**config.mk**
```make
export PLATFORM = sky130hd
export DESIGN_NAME = serial_frame_decoder_flat
export DESIGN_NICKNAME = d
export VERILOG_FILES = /design/src/rtl/serial_frame_decoder_pkg.sv /design/src/rtl/serial_frame_decoder_if.sv /design/src/rtl/serial_frame_decoder_timeout.sv /design/src/rtl/serial_frame_decoder.sv /design/src/flat_wrapper.sv
export SDC_FILE = /design/constraint.sdc
export NUM_CORES = 1
export LEC_CHECK = 0
export CAP_MARGIN = 20
export CORE_MARGIN = 10
export CORE_UTILIZATION = 25
export CTS_CLUSTER_DIAMETER = 60
export DETAILED_ROUTE_END_ITERATION = 10
export HOLD_SLACK_MARGIN = 0.06
export SYNTH_ARGS = -nofsm -noshare
export SYNTH_HDL_FRONTEND = slang
export SYNTH_SLANG_ARGS = --single-unit
export TNS_END_PERCENT = 30
```
**constraint.sdc**
```tcl
create_clock -name clk -period 3.3 [get_ports clk]
set_clock_uncertainty 0.2 [all_clocks]
set_input_delay 0.66 -clock clk [delete_from_list [all_inputs] [get_ports clk]]
set_output_delay 0.66 -clock clk [all_outputs]
set_load 0.02 [all_outputs]
```
**src/rtl/serial_frame_decoder_pkg.sv**
```systemverilog
// Shared definitions for the serial frame decoder and its neighbours.
// Holds the parser state encoding, the command codes and the default
// start-of-frame byte.
package serial_frame_decoder_pkg;

    typedef enum logic [2:0] {
        IDLE    = 3'd0,
        CMD     = 3'd1,
        LEN     = 3'd2,
        ADDR    = 3'd3,
        PAYLOAD = 3'd4,
        CHK     = 3'd5
    } state_t;

    localparam logic [7:0] CMD_WRITE   = 8'h01;
    localparam logic [7:0] CMD_RUN     = 8'h02;
    localparam logic [7:0] DEFAULT_SOF = 8'hAA;

endpackage

```
**src/rtl/serial_frame_decoder_if.sv**
```systemverilog
// Bundle between the UART receive path, the frame decoder and the
// image/pattern memory / GA core.
//   rxData, rxValid            : received byte and its one-cycle strobe
//   memWe, memAddr, memData    : registered memory write port
//   start, frameOk, frameError : one-cycle result pulses
//   busy                       : decoder is inside a frame
// master drives the receive side; slave is the decoder.
interface serial_frame_decoder_if #(
    parameter int ADDR_WIDTH = 8
);
    logic [7:0]            rxData;
    logic                  rxValid;
    logic                  memWe;
    logic [ADDR_WIDTH-1:0] memAddr;
    logic [7:0]            memData;
    logic                  start;
    logic                  frameOk;
    logic                  frameError;
    logic                  busy;

    modport master (
        output rxData, rxValid,
        input  memWe, memAddr, memData, start, frameOk, frameError, busy
    );

    modport slave (
        input  rxData, rxValid,
        output memWe, memAddr, memData, start, frameOk, frameError, busy
    );
endinterface

```
**src/rtl/serial_frame_decoder_timeout.sv**
```systemverilog
// timeout_counter: reusable idle watchdog.
//   clk, rst : clock, synchronous active-high reset
//   clear    : reload the counter with LOAD (has priority over enable)
//   enable   : count down one per cycle
//   expired  : one-cycle pulse on the LOAD-th enabled cycle after a clear
module timeout_counter #(
    parameter int               WIDTH = 16,
    parameter logic [WIDTH-1:0] LOAD  = '1
) (
    input  logic clk,
    input  logic rst,
    input  logic clear,
    input  logic enable,
    output logic expired
);
    logic [WIDTH-1:0] count;

    // NOTE: registers are written with non-blocking assignments so every
    // flop samples its inputs from the same clock edge.
    always_ff @(posedge clk) begin
        if (rst)
            count <= '0;
        else if (clear)
            count <= LOAD;
        else if (enable && count != '0)
            count <= count - WIDTH'(1);
    end

    // Fires while the last remaining cycle is being spent; a clear in the
    // same cycle (a byte arriving) wins.
    assign expired = enable && !clear && (count == WIDTH'(1));

endmodule

```
**src/rtl/serial_frame_decoder.sv**
```systemverilog
// serial_frame_decoder: parses SOF/CMD/LEN/ADDR/PAYLOAD/CHK frames from
// the UART byte stream, streams WRITE payload into memory, pulses start
// on a good RUN frame and flags checksum/command/timeout errors.
//   clk, rst : clock, synchronous active-high reset
//   bus      : serial_frame_decoder_if.slave (receive byte in, memory
//              write port and status pulses out)
module serial_frame_decoder
    import serial_frame_decoder_pkg::*;
#(
    parameter int         ADDR_WIDTH = 8,
    parameter logic [7:0] SOF        = DEFAULT_SOF,
    parameter logic [15:0] TIMEOUT   = 16'd50000
) (
    input  logic                   clk,
    input  logic                   rst,
    serial_frame_decoder_if.slave  bus
);
    state_t                state, stateNext;
    logic [7:0]            cmdReg, cmdNext;
    logic [7:0]            lenReg, lenNext;
    logic [7:0]            chkReg, chkNext;
    logic                  goodCmd, goodNext;
    logic [ADDR_WIDTH-1:0] addrReg, addrNext;
    logic [ADDR_WIDTH-1:0] memAddrReg, memAddrNext;
    logic [7:0]            memDataReg, memDataNext;
    logic                  memWeReg, memWeNext;
    logic                  startReg, startNext;
    logic                  okReg, okNext;
    logic                  errReg, errNext;
    logic                  expired;

    timeout_counter #(
        .WIDTH (16),
        .LOAD  (TIMEOUT)
    ) u_timeout (
        .clk     (clk),
        .rst     (rst),
        .clear   (bus.rxValid),
        .enable  (state != IDLE),
        .expired (expired)
    );

    always_comb begin
        // NOTE: every next value is defaulted first so no path through the
        // case statement can infer a latch.
        stateNext   = state;
        cmdNext     = cmdReg;
        lenNext     = lenReg;
        chkNext     = chkReg;
        goodNext    = goodCmd;
        addrNext    = addrReg;
        memAddrNext = memAddrReg;
        memDataNext = memDataReg;
        memWeNext   = 1'b0;
        startNext   = 1'b0;
        okNext      = 1'b0;
        errNext     = 1'b0;

        if (bus.rxValid) begin
            unique case (state)
                IDLE: begin
                    if (bus.rxData == SOF) begin
                        stateNext = CMD;
                        chkNext   = 8'h00;
                    end
                end
                CMD: begin
                    cmdNext   = bus.rxData;
                    chkNext   = chkReg ^ bus.rxData;
                    stateNext = LEN;
                end
                LEN: begin
                    lenNext   = bus.rxData;
                    chkNext   = chkReg ^ bus.rxData;
                    // RUN must carry no payload; unknown codes are never good.
                    goodNext  = (cmdReg == CMD_WRITE) ||
                                (cmdReg == CMD_RUN && bus.rxData == 8'h00);
                    stateNext = ADDR;
                end
                ADDR: begin
                    addrNext  = ADDR_WIDTH'(bus.rxData);
                    chkNext   = chkReg ^ bus.rxData;
                    stateNext = (lenReg != 8'h00) ? PAYLOAD : CHK;
                end
                PAYLOAD: begin
                    chkNext = chkReg ^ bus.rxData;
                    // Writes go out before the checksum is known and are
                    // never rolled back.
                    if (goodCmd && cmdReg == CMD_WRITE) begin
                        memWeNext   = 1'b1;
                        memAddrNext = addrReg;
                        memDataNext = bus.rxData;
                    end
                    addrNext = addrReg + ADDR_WIDTH'(1);
                    lenNext  = lenReg - 8'd1;
                    if (lenReg == 8'd1)
                        stateNext = CHK;
                end
                CHK: begin
                    stateNext = IDLE;
                    if (goodCmd && bus.rxData == chkReg) begin
                        okNext    = 1'b1;
                        startNext = (cmdReg == CMD_RUN);
                    end else begin
                        errNext = 1'b1;
                    end
                end
                default: stateNext = IDLE;
            endcase
        end else if (expired) begin
            stateNext = IDLE;
            errNext   = 1'b1;
        end
    end

    always_ff @(posedge clk) begin
        if (rst) begin
            state      <= IDLE;
            cmdReg     <= 8'h00;
            lenReg     <= 8'h00;
            chkReg     <= 8'h00;
            goodCmd    <= 1'b0;
            addrReg    <= '0;
            memAddrReg <= '0;
            memDataReg <= 8'h00;
            memWeReg   <= 1'b0;
            startReg   <= 1'b0;
            okReg      <= 1'b0;
            errReg     <= 1'b0;
        end else begin
            state      <= stateNext;
            cmdReg     <= cmdNext;
            lenReg     <= lenNext;
            chkReg     <= chkNext;
            goodCmd    <= goodNext;
            addrReg    <= addrNext;
            memAddrReg <= memAddrNext;
            memDataReg <= memDataNext;
            memWeReg   <= memWeNext;
            startReg   <= startNext;
            okReg      <= okNext;
            errReg     <= errNext;
        end
    end

    assign bus.memWe      = memWeReg;
    assign bus.memAddr    = memAddrReg;
    assign bus.memData    = memDataReg;
    assign bus.start      = startReg;
    assign bus.frameOk    = okReg;
    assign bus.frameError = errReg;
    assign bus.busy       = (state != IDLE);

endmodule

```
**src/flat_wrapper.sv**
```systemverilog
// flat-port wrapper written by rule: the top's interface ports become plain ports
module serial_frame_decoder_flat import serial_frame_decoder_pkg::*;
#(
    parameter int         ADDR_WIDTH = 8,
    parameter logic [7:0] SOF        = DEFAULT_SOF,
    parameter logic [15:0] TIMEOUT   = 16'd50000
)
  (clk, rst, bus_rxData, bus_rxValid, bus_memWe, bus_memAddr, bus_memData, bus_start, bus_frameOk, bus_frameError, bus_busy);
  serial_frame_decoder_if #(.ADDR_WIDTH(ADDR_WIDTH)) bus_i ();
  input  logic clk;
  input  logic rst;
  input wire logic [$bits(bus_i.rxData)-1:0] bus_rxData;
  input wire logic [$bits(bus_i.rxValid)-1:0] bus_rxValid;
  output wire logic [$bits(bus_i.memWe)-1:0] bus_memWe;
  output wire logic [$bits(bus_i.memAddr)-1:0] bus_memAddr;
  output wire logic [$bits(bus_i.memData)-1:0] bus_memData;
  output wire logic [$bits(bus_i.start)-1:0] bus_start;
  output wire logic [$bits(bus_i.frameOk)-1:0] bus_frameOk;
  output wire logic [$bits(bus_i.frameError)-1:0] bus_frameError;
  output wire logic [$bits(bus_i.busy)-1:0] bus_busy;
  assign bus_i.rxData = bus_rxData;
  assign bus_i.rxValid = bus_rxValid;
  assign bus_memWe = bus_i.memWe;
  assign bus_memAddr = bus_i.memAddr;
  assign bus_memData = bus_i.memData;
  assign bus_start = bus_i.start;
  assign bus_frameOk = bus_i.frameOk;
  assign bus_frameError = bus_i.frameError;
  assign bus_busy = bus_i.busy;
  serial_frame_decoder #(.ADDR_WIDTH(ADDR_WIDTH), .SOF(SOF), .TIMEOUT(TIMEOUT)) u_core (.clk(clk), .rst(rst), .bus(bus_i));
endmodule
```
==> summary.txt <==
status: complete, no violations
start point of the critical path: u_core.state[1]
CTS tree: done
final setup vio count: 0
switching power share of the total: 22.8%
Reg clk slew, reported paths: 0.06 ns
CP Data Required Time: 2.44 ns
port buffer count: 31
P_int: 1520 uW
GRT Total Usage: 9.78%
hold slack: 0.250 ns
Syn Area/Cell: 7.87 um^2
Worst Setup EP: bus_busy
cell chain of the critical path: nor3_1 > clkinv_1 > clkdlybuf4s50_1
startpoint types: register
Worst path slowest cell: clkdlybuf4s50_1
CP Data Arrival Time: 2.00 ns
total CTS buffers: 9
DRT antenna net count: 0
Least-Margin Pin Slew: 0.864 ns
hold buffers post-CTS: 0
Synth area leaders: dfxtp_1 41%, a21oi_1 8.0%, nand2_1 7.7%, nor2_1 5.3%, xnor2_1 4.7%
Clock power frac: 49.8%
P_sw: 449 uW
share of flip-flops with an asynchronous set or reset: 0%
critical path's top delay family: buffers and inverters
Flop pwr share: 44.8%
Worst Hold Class: register to register
Clock Sinks: 72
post-synthesis xor/xnor area fraction: 5.48%
Remaining DRCs: 0
share of post-route cells with drive strength above 1: 8.51%
first-pass GRT wire length: 15900 um
IO Pins: 32
net count after synthesis: 465
Synth cell types: 50
Synth Flop Type: dfxtp_1
Avg WL per Cell: 14.3 um
Iter 0 DRT Violations: 241
Core ar.: 13800 um^2
setup bufs post-CTS: 0
multi-input logic area: 1910 um^2
cts repair resizes: 0
EDFF count, synth: 0
number of detailed-route iterations in the first pass: 4
max-cap check violation count: 0
type of the worst setup path: register to primary output
Worst Setup End Kind: primary output
Fin. Hold Viols: 0
GRT Residual Overflow: 0
Fin Setup TNS: 0 ns
final design utilization: 31.3%
Synthesis Warnings: 0
worst path bufs/invs: 2
post-place setup slack: 0.366 ns
Root Driver: clkbuf_16
synth cell count leaders: 72 x dfxtp_1, 72 x nand2_1, 56 x a21oi_1
RSZ-0062 raised after global routing: false
cell leakage power: 0.00143 uW
placed cell areas: 4020 um^2
area delta synth->final: 22.9%
DP HPWL: 6820 um
top-area cell type share of the netlist area: 41.0%
Worst path max stage delay: 0.65 ns
Chip Height: 139 um
Clock Path Buffers: 2
worst setup margin: 0.440 ns
largest family of logic cells by synthesized area: simple AND/OR/NAND/NOR gates
crit path max fanout: 12
r2r setup slk: 0.88 ns
largest area contributor in the netlist: dfxtp_1
CTS HTree Levels: 3
effective utilization at floorplan: 25.4%
Mapped Cells: 447
VDD IR-drop max: 0.266 mV
Vias/cell: 4.93
Crit. path cell count: 3
Final Slew Violations: 0
fin crit share: 86.7%
Crit Reg-Reg Endpoint: u_core.state[0]
final instance area: 4320 um^2
register area: 1440 um^2
adder-cell share of the synthesized area: 2.49%
die area: 19200 um^2
num rows: 43
FF-to-FF Start: u_core.u_timeout.count[8]
Synth Area in Simple Gates: 26.8%
Clock Latency Late Sink: 0.34 ns
mux cell area share after synthesis: 0%
initial antenna violation count: 0
pin count of the biggest net entering global routing: 38
Power Density: 456 nW/um^2
FMAX: 0.350 GHz
Compound-Gate Fraction of Synth Area: 19.1%
fill count: 1450
FF+latch count, synth: 72
final wirelength: 9470 um
Inserted Diodes: 0
sequential cell area fraction in the yosys report: 41.0%
Worst Min Path Start: u_core.bus.memData[0]
R2R cell count: 5
power share of the combinational group: 5.4%
Vias: 3262
fin nets: 495
vias in the first global route: 3136
Netlist Area Pre-Place: 3520 um^2
RD Place Congestion: 0.817
Tmin final: 2.86 ns
die width: 139 um
Rel. slew slack: 41.8%
==> final cells by class <==
class,instances,share of cell area [%]
Clock buffer,11,5.62
Clock inverter,5,1.30
Inverter,11,0.955
Timing Repair Buffer,45,9.49
Sequential cell,72,33.3
Tap cell,180,5.21
Multi-Input combinational cell,338,44.1
==> worst register-to-register path, stage by stage, from the launching register on <==
cell and delay, ns:
dfxtp_1 0.35, or4_4 0.58, or3_4 0.38, a2bb2oi_2 0.20
or4_1 0.51, a21oi_1 0.14
==> worst min path at each step <==
| stage | slack, ns | cells past startpoint | end |
|---|---|---|---|
| 2_1_floorplan | 0.23 | 2 | u_core.cmdReg[2] |
| 3_3_place_gp | 0.24 | 2 | u_core.bus.memData[7] |
| 3_5_place_dp | 0.25 | 2 | u_core.bus.memData[0] |
| 4_1_cts | 0.25 | 2 | u_core.bus.memData[0] |
| 5_1_grt | 0.27 | 2 | u_core.bus.memAddr[6] |
| 6_report | 0.25 | 2 | u_core.bus.memData[0] |
==> cells in the final DEF (no fill, tap or decap), types with 3 or more instances in the layout <==
cell type and instances:
a31oi_1 6, xnor2_1 19, nand3b_1 10, nor3_1 11, a22oi_1 3, a211oi_1 4, and3_1 4, clkbuf_16 9
nand2_1 72, xor2_1 3, a21oi_1 56, dfxtp_1 72, and2_1 3, inv_1 9, nor2_1 50, or3_1 3
buf_4 14, nor4_1 9, ha_1 7, nand4_1 5, nand3_1 7, clkdlybuf4s50_1 30, o21ai_0 24, a311oi_1 3
or4_1 6
==> through the flow <==
stage | total power (uW) | cells
global placement | 1010 | 646
floorplan | 968 | 447
detailed placement | 1010 | 646
CTS | 1980 | 662
global route | 2030 | 662
finish | 1970 | 662
==> routing by layer <==
metal / global-route usage (%) / wire (um)
met1: 12.4 / 4350
met2: 15.5 / 4550
met3: 2.71 / 460
met4: 3.51 / 115
met5: 0 / 0
==> sequential cells by signal, summed over array words and instances (netlist names), 3 cells and up <==
name	cells
u_core.u_timeout.count	16
u_core.addrReg	8
u_core.bus.memAddr	8
u_core.bus.memData	8
u_core.chkReg	8
u_core.cmdReg	8
u_core.lenReg	8
u_core.state	3
==> logic make-up after synthesis <==
group                    after synthesis
AO/OA/AOI/OAI                        114
buffers and inverters                 37
AND/OR/NAND/NOR                      195
flip-flops                            72
adder cells (fa/ha/maj)                7
XOR/XNOR                              22
==> power by group through the flow <==
stage	sequential, uW	clock, uW	combinational [uW]
CTS	882	996	107
floorplan	900	0	68.2
detailed placement	901	0	106
global route	883	1040	116
finish	882	982	107
global placement	901	0	105
Power figures use the tool's default switching activity.
